**config.mk**
```make
export PLATFORM = sky130hd
export DESIGN_NAME = param_data_memory
export DESIGN_NICKNAME = d
export VERILOG_FILES = /design/src/rtl/param_data_memory.sv
export SDC_FILE = /design/constraint.sdc
export NUM_CORES = 2
export LEC_CHECK = 0
export BUFFER_PORTS_ARGS = -buffer_cell sky130_fd_sc_hd__buf_2
export CORE_UTILIZATION = 28
export DETAILED_ROUTE_END_ITERATION = 8
export PLACE_DENSITY_LB_ADDON = 0.1
export SYNTH_ARGS = -nofsm -noshare
export SYNTH_HDL_FRONTEND = slang
export SYNTH_SLANG_ARGS = --single-unit
```
**constraint.sdc**
```tcl
create_clock -name clock -period 4.8 [get_ports clock]
set_input_delay 0.96 -clock clock [delete_from_list [all_inputs] [get_ports clock]]
set_output_delay 0.96 -clock clock [all_outputs]
set_load 0.01 [all_outputs]
```
**src/rtl/param_data_memory.sv**
```systemverilog
// Parametrised single-clock data memory: one write port, one pipelined read port,
// with a hardware clear engine that runs after reset and on request.
module param_data_memory #(
  parameter int                    DATA_WIDTH   = 8,
  parameter int                    ADDR_WIDTH   = 8,
  parameter int                    DEPTH        = 256,
  parameter int                    READ_LATENCY = 1,
  parameter logic [DATA_WIDTH-1:0] CLEAR_VALUE  = '0
) (
  input  logic                  clock,
  input  logic                  reset_n,
  input  logic                  enable_write,
  input  logic [ADDR_WIDTH-1:0] write_addr,
  input  logic [DATA_WIDTH-1:0] write_data,
  input  logic                  enable_read,
  input  logic [ADDR_WIDTH-1:0] read_addr,
  output logic [DATA_WIDTH-1:0] read_data,
  output logic                  read_valid,
  output logic                  busy,
  input  logic                  clear_start,
  output logic                  addr_error
);

  localparam int                  IDX_W    = (DEPTH > 1) ? $clog2(DEPTH) : 1;
  localparam logic [ADDR_WIDTH:0] DEPTH_W  = (ADDR_WIDTH + 1)'(DEPTH);
  localparam logic [IDX_W-1:0]    LAST_IDX = IDX_W'(DEPTH - 1);

  typedef enum logic {
    ST_CLEAR,
    ST_IDLE
  } state_t;

  state_t                  state, state_next;
  logic [IDX_W-1:0]        ptr, ptr_next;
  logic [DATA_WIDTH-1:0]   mem [DEPTH];

  logic                    req_ok;
  logic                    wr_in_range, rd_in_range;
  logic                    wr_accept, rd_accept, wr_commit;
  logic [IDX_W-1:0]        wr_idx, rd_idx;
  logic [DATA_WIDTH-1:0]   rd_word;

  always_ff @(posedge clock or negedge reset_n) begin
    if (!reset_n) begin
      state <= ST_CLEAR;
      ptr   <= '0;
    end else begin
      state <= state_next;
      ptr   <= ptr_next;
    end
  end

  always_comb begin
    state_next = state;
    ptr_next   = ptr;
    case (state)
      ST_CLEAR: begin
        ptr_next = ptr + IDX_W'(1);
        if (ptr == LAST_IDX) begin
          state_next = ST_IDLE;
          ptr_next   = '0;
        end
      end
      ST_IDLE: begin
        if (clear_start) begin
          state_next = ST_CLEAR;
          ptr_next   = '0;
        end
      end
      default: begin
        state_next = ST_CLEAR;
        ptr_next   = '0;
      end
    endcase
  end

  assign busy = (state == ST_CLEAR);

  // The cycle that launches a clear also swallows any request presented with it.
  assign req_ok      = (state == ST_IDLE) && !clear_start;
  assign wr_in_range = {1'b0, write_addr} < DEPTH_W;
  assign rd_in_range = {1'b0, read_addr} < DEPTH_W;
  assign wr_accept   = enable_write && req_ok;
  assign rd_accept   = enable_read && req_ok;
  assign wr_commit   = wr_accept && wr_in_range;
  assign wr_idx      = write_addr[IDX_W-1:0];
  assign rd_idx      = rd_in_range ? read_addr[IDX_W-1:0] : '0;

  always_ff @(posedge clock) begin
    if (state == ST_CLEAR) begin
      mem[ptr] <= CLEAR_VALUE;
    end else if (wr_commit) begin
      mem[wr_idx] <= write_data;
    end
  end

  // Write-first: a same-edge write to the read address wins over the stored word.
  always_comb begin
    rd_word = '0;
    if (wr_commit && (write_addr == read_addr)) begin
      rd_word = write_data;
    end else if (rd_in_range) begin
      rd_word = mem[rd_idx];
    end
  end

  always_ff @(posedge clock or negedge reset_n) begin
    if (!reset_n) begin
      addr_error <= 1'b0;
    end else begin
      addr_error <= (wr_accept && !wr_in_range) || (rd_accept && !rd_in_range);
    end
  end

  generate
    if (READ_LATENCY == 2) begin : g_lat2
      logic                  s1_valid;
      logic [DATA_WIDTH-1:0] s1_data;

      always_ff @(posedge clock or negedge reset_n) begin
        if (!reset_n) begin
          s1_valid   <= 1'b0;
          s1_data    <= '0;
          read_valid <= 1'b0;
          read_data  <= '0;
        end else begin
          s1_valid   <= rd_accept;
          if (rd_accept) begin
            s1_data <= rd_word;
          end
          read_valid <= s1_valid;
          if (s1_valid) begin
            read_data <= s1_data;
          end
        end
      end
    end else begin : g_lat1
      always_ff @(posedge clock or negedge reset_n) begin
        if (!reset_n) begin
          read_valid <= 1'b0;
          read_data  <= '0;
        end else begin
          read_valid <= rd_accept;
          if (rd_accept) begin
            read_data <= rd_word;
          end
        end
      end
    end
  endgenerate

endmodule

```
==> impl_metrics.sql <==
INSERT INTO impl_metrics (metric_group, metric, value, unit) VALUES
('timing', 'timing_worst_slew_pin_value', '1.38', 'ns'),
('synth', 'area_share_of_the_largest_cell_type_after_synthesis', '75.8', '%'),
('timing', 'max_clock_freq', '253', 'MHz'),
('cts', 'cts.repair.resized', '0', ''),
('setup_path', 'critical_path.reg2reg.startpoint', 'state', ''),
('synth', 'yosys_register_bits', '2066', ''),
('drt', 'ant_nets', '0', ''),
('drt', 'drc', '0', ''),
('cts', 'clock_tree.htree_level_count', '4', ''),
('setup_path', 'crit-reg2reg-capture', 'mem[222][2]', ''),
('outcome', 'status', 'finished, final reports clean', ''),
('setup_path', 'endpoint_class_of_the_critical_path', 'flop', ''),
('synth', 'synth_area_leader_cell', 'edfxtp_1', ''),
('timing', 'final_period_minus_worst_setup_slack', '3.95', 'ns'),
('drt', 'detail_route.iter0.violations', '4029', ''),
('cts', 'post-cts-setup-buffer-count', '0', ''),
('timing', 'totalNegativeSetupSlack', '0', 'ns'),
('worst_hold_path', 'worstHoldPathType', 'input port to flop', ''),
('pwr', 'cellLeakagePower', '30.7', 'nW'),
('finish', 'syn_to_final_growth', '18.9', '%'),
('setup_path', 'critical_path_required', '5.39', 'ns'),
('cts', 'cts_tree', 'built', ''),
('timing', 'layout_worst_path_cycle_share', '82.2', '%'),
('synth', 'synth-warning-count', '0', ''),
('floorplan', 'num_rows', '197', ''),
('grt', 'grt_use_total', '18.4', '%'),
('floorplan', 'design.core.area', '0.288', 'mm2'),
('synth', 'synth_edf_count', '2048', ''),
('timing', 'timing_max_transition_violations_final', '0', ''),
('timing', 'timing.final.setup_violations', '0', ''),
('worst_hold_path', 'min_from', 'clear_start', ''),
('timing', 'hold_viol_final', '0', ''),
('drt', 'totalWireLength', '272', 'mm'),
('floorplan', 'chipHeight', '540', 'um'),
('setup_path', 'cp_data_arrival_time', '4.54', 'ns'),
('timing', 'clock_skew', '0.0618', 'ns'),
('synth', 'ys_async_sr_fraction', '0.871', '%'),
('finish', 'num-nets-final', '4562', ''),
('placed_design', 'detailedPlacementHpwl', '177', 'mm'),
('cts', 'maximum_clock_insertion_buffer_count', '4', ''),
('drt', 'post_drt_via_cell_ratio', '4.94', ''),
('finish', 'proportion_of_layout_cells_with_a_drive_suffix_above_1', '29.0', '%'),
('pwr', 'powerDensity', '423', 'mW/mm2'),
('flow_run', 'maxCapViolCount', '0', ''),
('cts', 'clkSinkCount', '2066', ''),
('floorplan', 'dieWidth', '540', 'um'),
('grt', 'grt_first_pass_wirelength', '374', 'mm'),
('synth', 'post-synth-top-count-cell', 'edfxtp_1', ''),
('floorplan', 'initial_cell_density_of_the_core', '28.1', '%'),
('timing', 'holdWs', '0.338', 'ns'),
('setup_path', 'critical_path.max_fanout', '27', ''),
('synth', 'postSynthAreaPerCell', '20.3', 'um2'),
('worst_hold_path', 'worst_hold_path.num_cells', '2', ''),
('timing', 'rsz0062_at_grt', 'no', ''),
('grt', 'vias_in_the_first_global_route', '43259', ''),
('setup_path', 'criticalPathCategory', 'flop to flop', ''),
('synth', 'synth_seq_area_share', '76.4', '%'),
('synth', 'synth_area_leaders', 'edfxtp_1, mux4_2, mux2i_1', ''),
('timing', 'maxSlewHeadroom', '6.49', '%'),
('drt', 'routedWlPerCell', '32.0', 'um'),
('synth', 'postSynthCellCount', '4005', ''),
('drt', 'first_pass_iters', '5', ''),
('grt', 'overflow', '0', ''),
('cts', 'worst_skew_pair.late_latency', '0.91', 'ns'),
('floorplan', 'io_pins', '40', ''),
('pwr', 'power.ir.vdd_worst', '0.286', 'mV'),
('synth', 'synthesized_net_count', '4035', ''),
('floorplan', 'die_area', '0.292', 'mm2'),
('grt', 'grt_antenna_before_repair', '13', ''),
('cts', 'cts.root.buffer_cell', 'clkbuf_16', ''),
('cts', 'cts_hold_buffers', '1', '');
-- stage by stage --
step	setup WS (ns)	util [%]	area [um2]	cells
after floorplan	-1.10	-	81100	4005
after global placement	0.427	30.9	89200	8077
after detailed placement	0.471	30.9	89200	8077
after CTS	0.905	33.5	96400	8499
after global routing	0.722	33.5	96400	8501
final	0.854	33.5	96400	8504
-- critical path: stages, from the launching register on --
cell and delay [ns]:
dfrtp_1 0.66, and3b_1 0.95, nand3_1 0.15, nand2_1 0.39, nand3_2 0.49, buf_4 0.39, nor2_1 0.30, buf_4 0.25
-- cell families after synthesis --
group	synth area share (%)
simple gates	3.64
compound gates	3.02
buf+inv	1.76
mux	15.1
fa+ha+maj	0.0154
flops	76.4
other cells	0.00462
xor+xnor	0.108
-- layout make-up --
class	instances	area (um2)
Antenna cell	5	12.5
Clock buffer	287	6030
Clock inverter	134	1210
Fill cell	27247	192000
Inverter	8	36.3
Multi-Input combinational cell	1691	17900
Sequential cell	2066	61900
Tap cell	3781	4730
Timing Repair Buffer	532	4580
-- metal layers --
layer  vias to the layer above  routed length, um  GRT usage (%)
met2                       981             131000           30.3
met3                       287              11300           2.51
met5                         -                  0              0
li1                      17591                  -              -
met1                     23150             124000           25.9
met4                         0               5580           3.91
-- report_power, final --
part           leakage, nW  total, W  switching (W)  internal (W)
sequential            18.6    0.0201       0.000187        0.0199
clock                 3.52    0.0173        0.00741       0.00985
combinational         8.56   0.00345        0.00242       0.00103
-- flip-flops by register name, indices dropped and copies added (netlist names) --
register / cells
read_data: 8
mem: 2048
state: 1
ptr: 8
read_valid: 1
-- worst max path at each step --
stage              endpoint  depth (start not counted)
2_1_floorplan     mem[0][7]                          5
3_3_place_gp   read_data[4]                          9
3_5_place_dp   read_data[4]                          9
5_1_grt         mem[222][2]                          7
4_1_cts         mem[222][2]                          7
6_report        mem[222][2]                          7
-- cells in the final DEF, fill, tap and decap left out, types with 21 or more instances in the layout --
master / count
mux4_2: 457
clkbuf_1: 54
buf_12: 52
a21oi_1: 59
mux2i_1: 179
buf_2: 34
o221ai_1: 21
a221oi_1: 22
nor2_1: 279
buf_4: 442
edfxtp_1: 2048
o22ai_1: 43
nand3_1: 54
clkinv_1: 56
nand2_1: 229
o21ai_0: 33
a22oi_1: 48
clkinv_2: 40
clkbuf_16: 233
(Power assumes the default switching activity.)
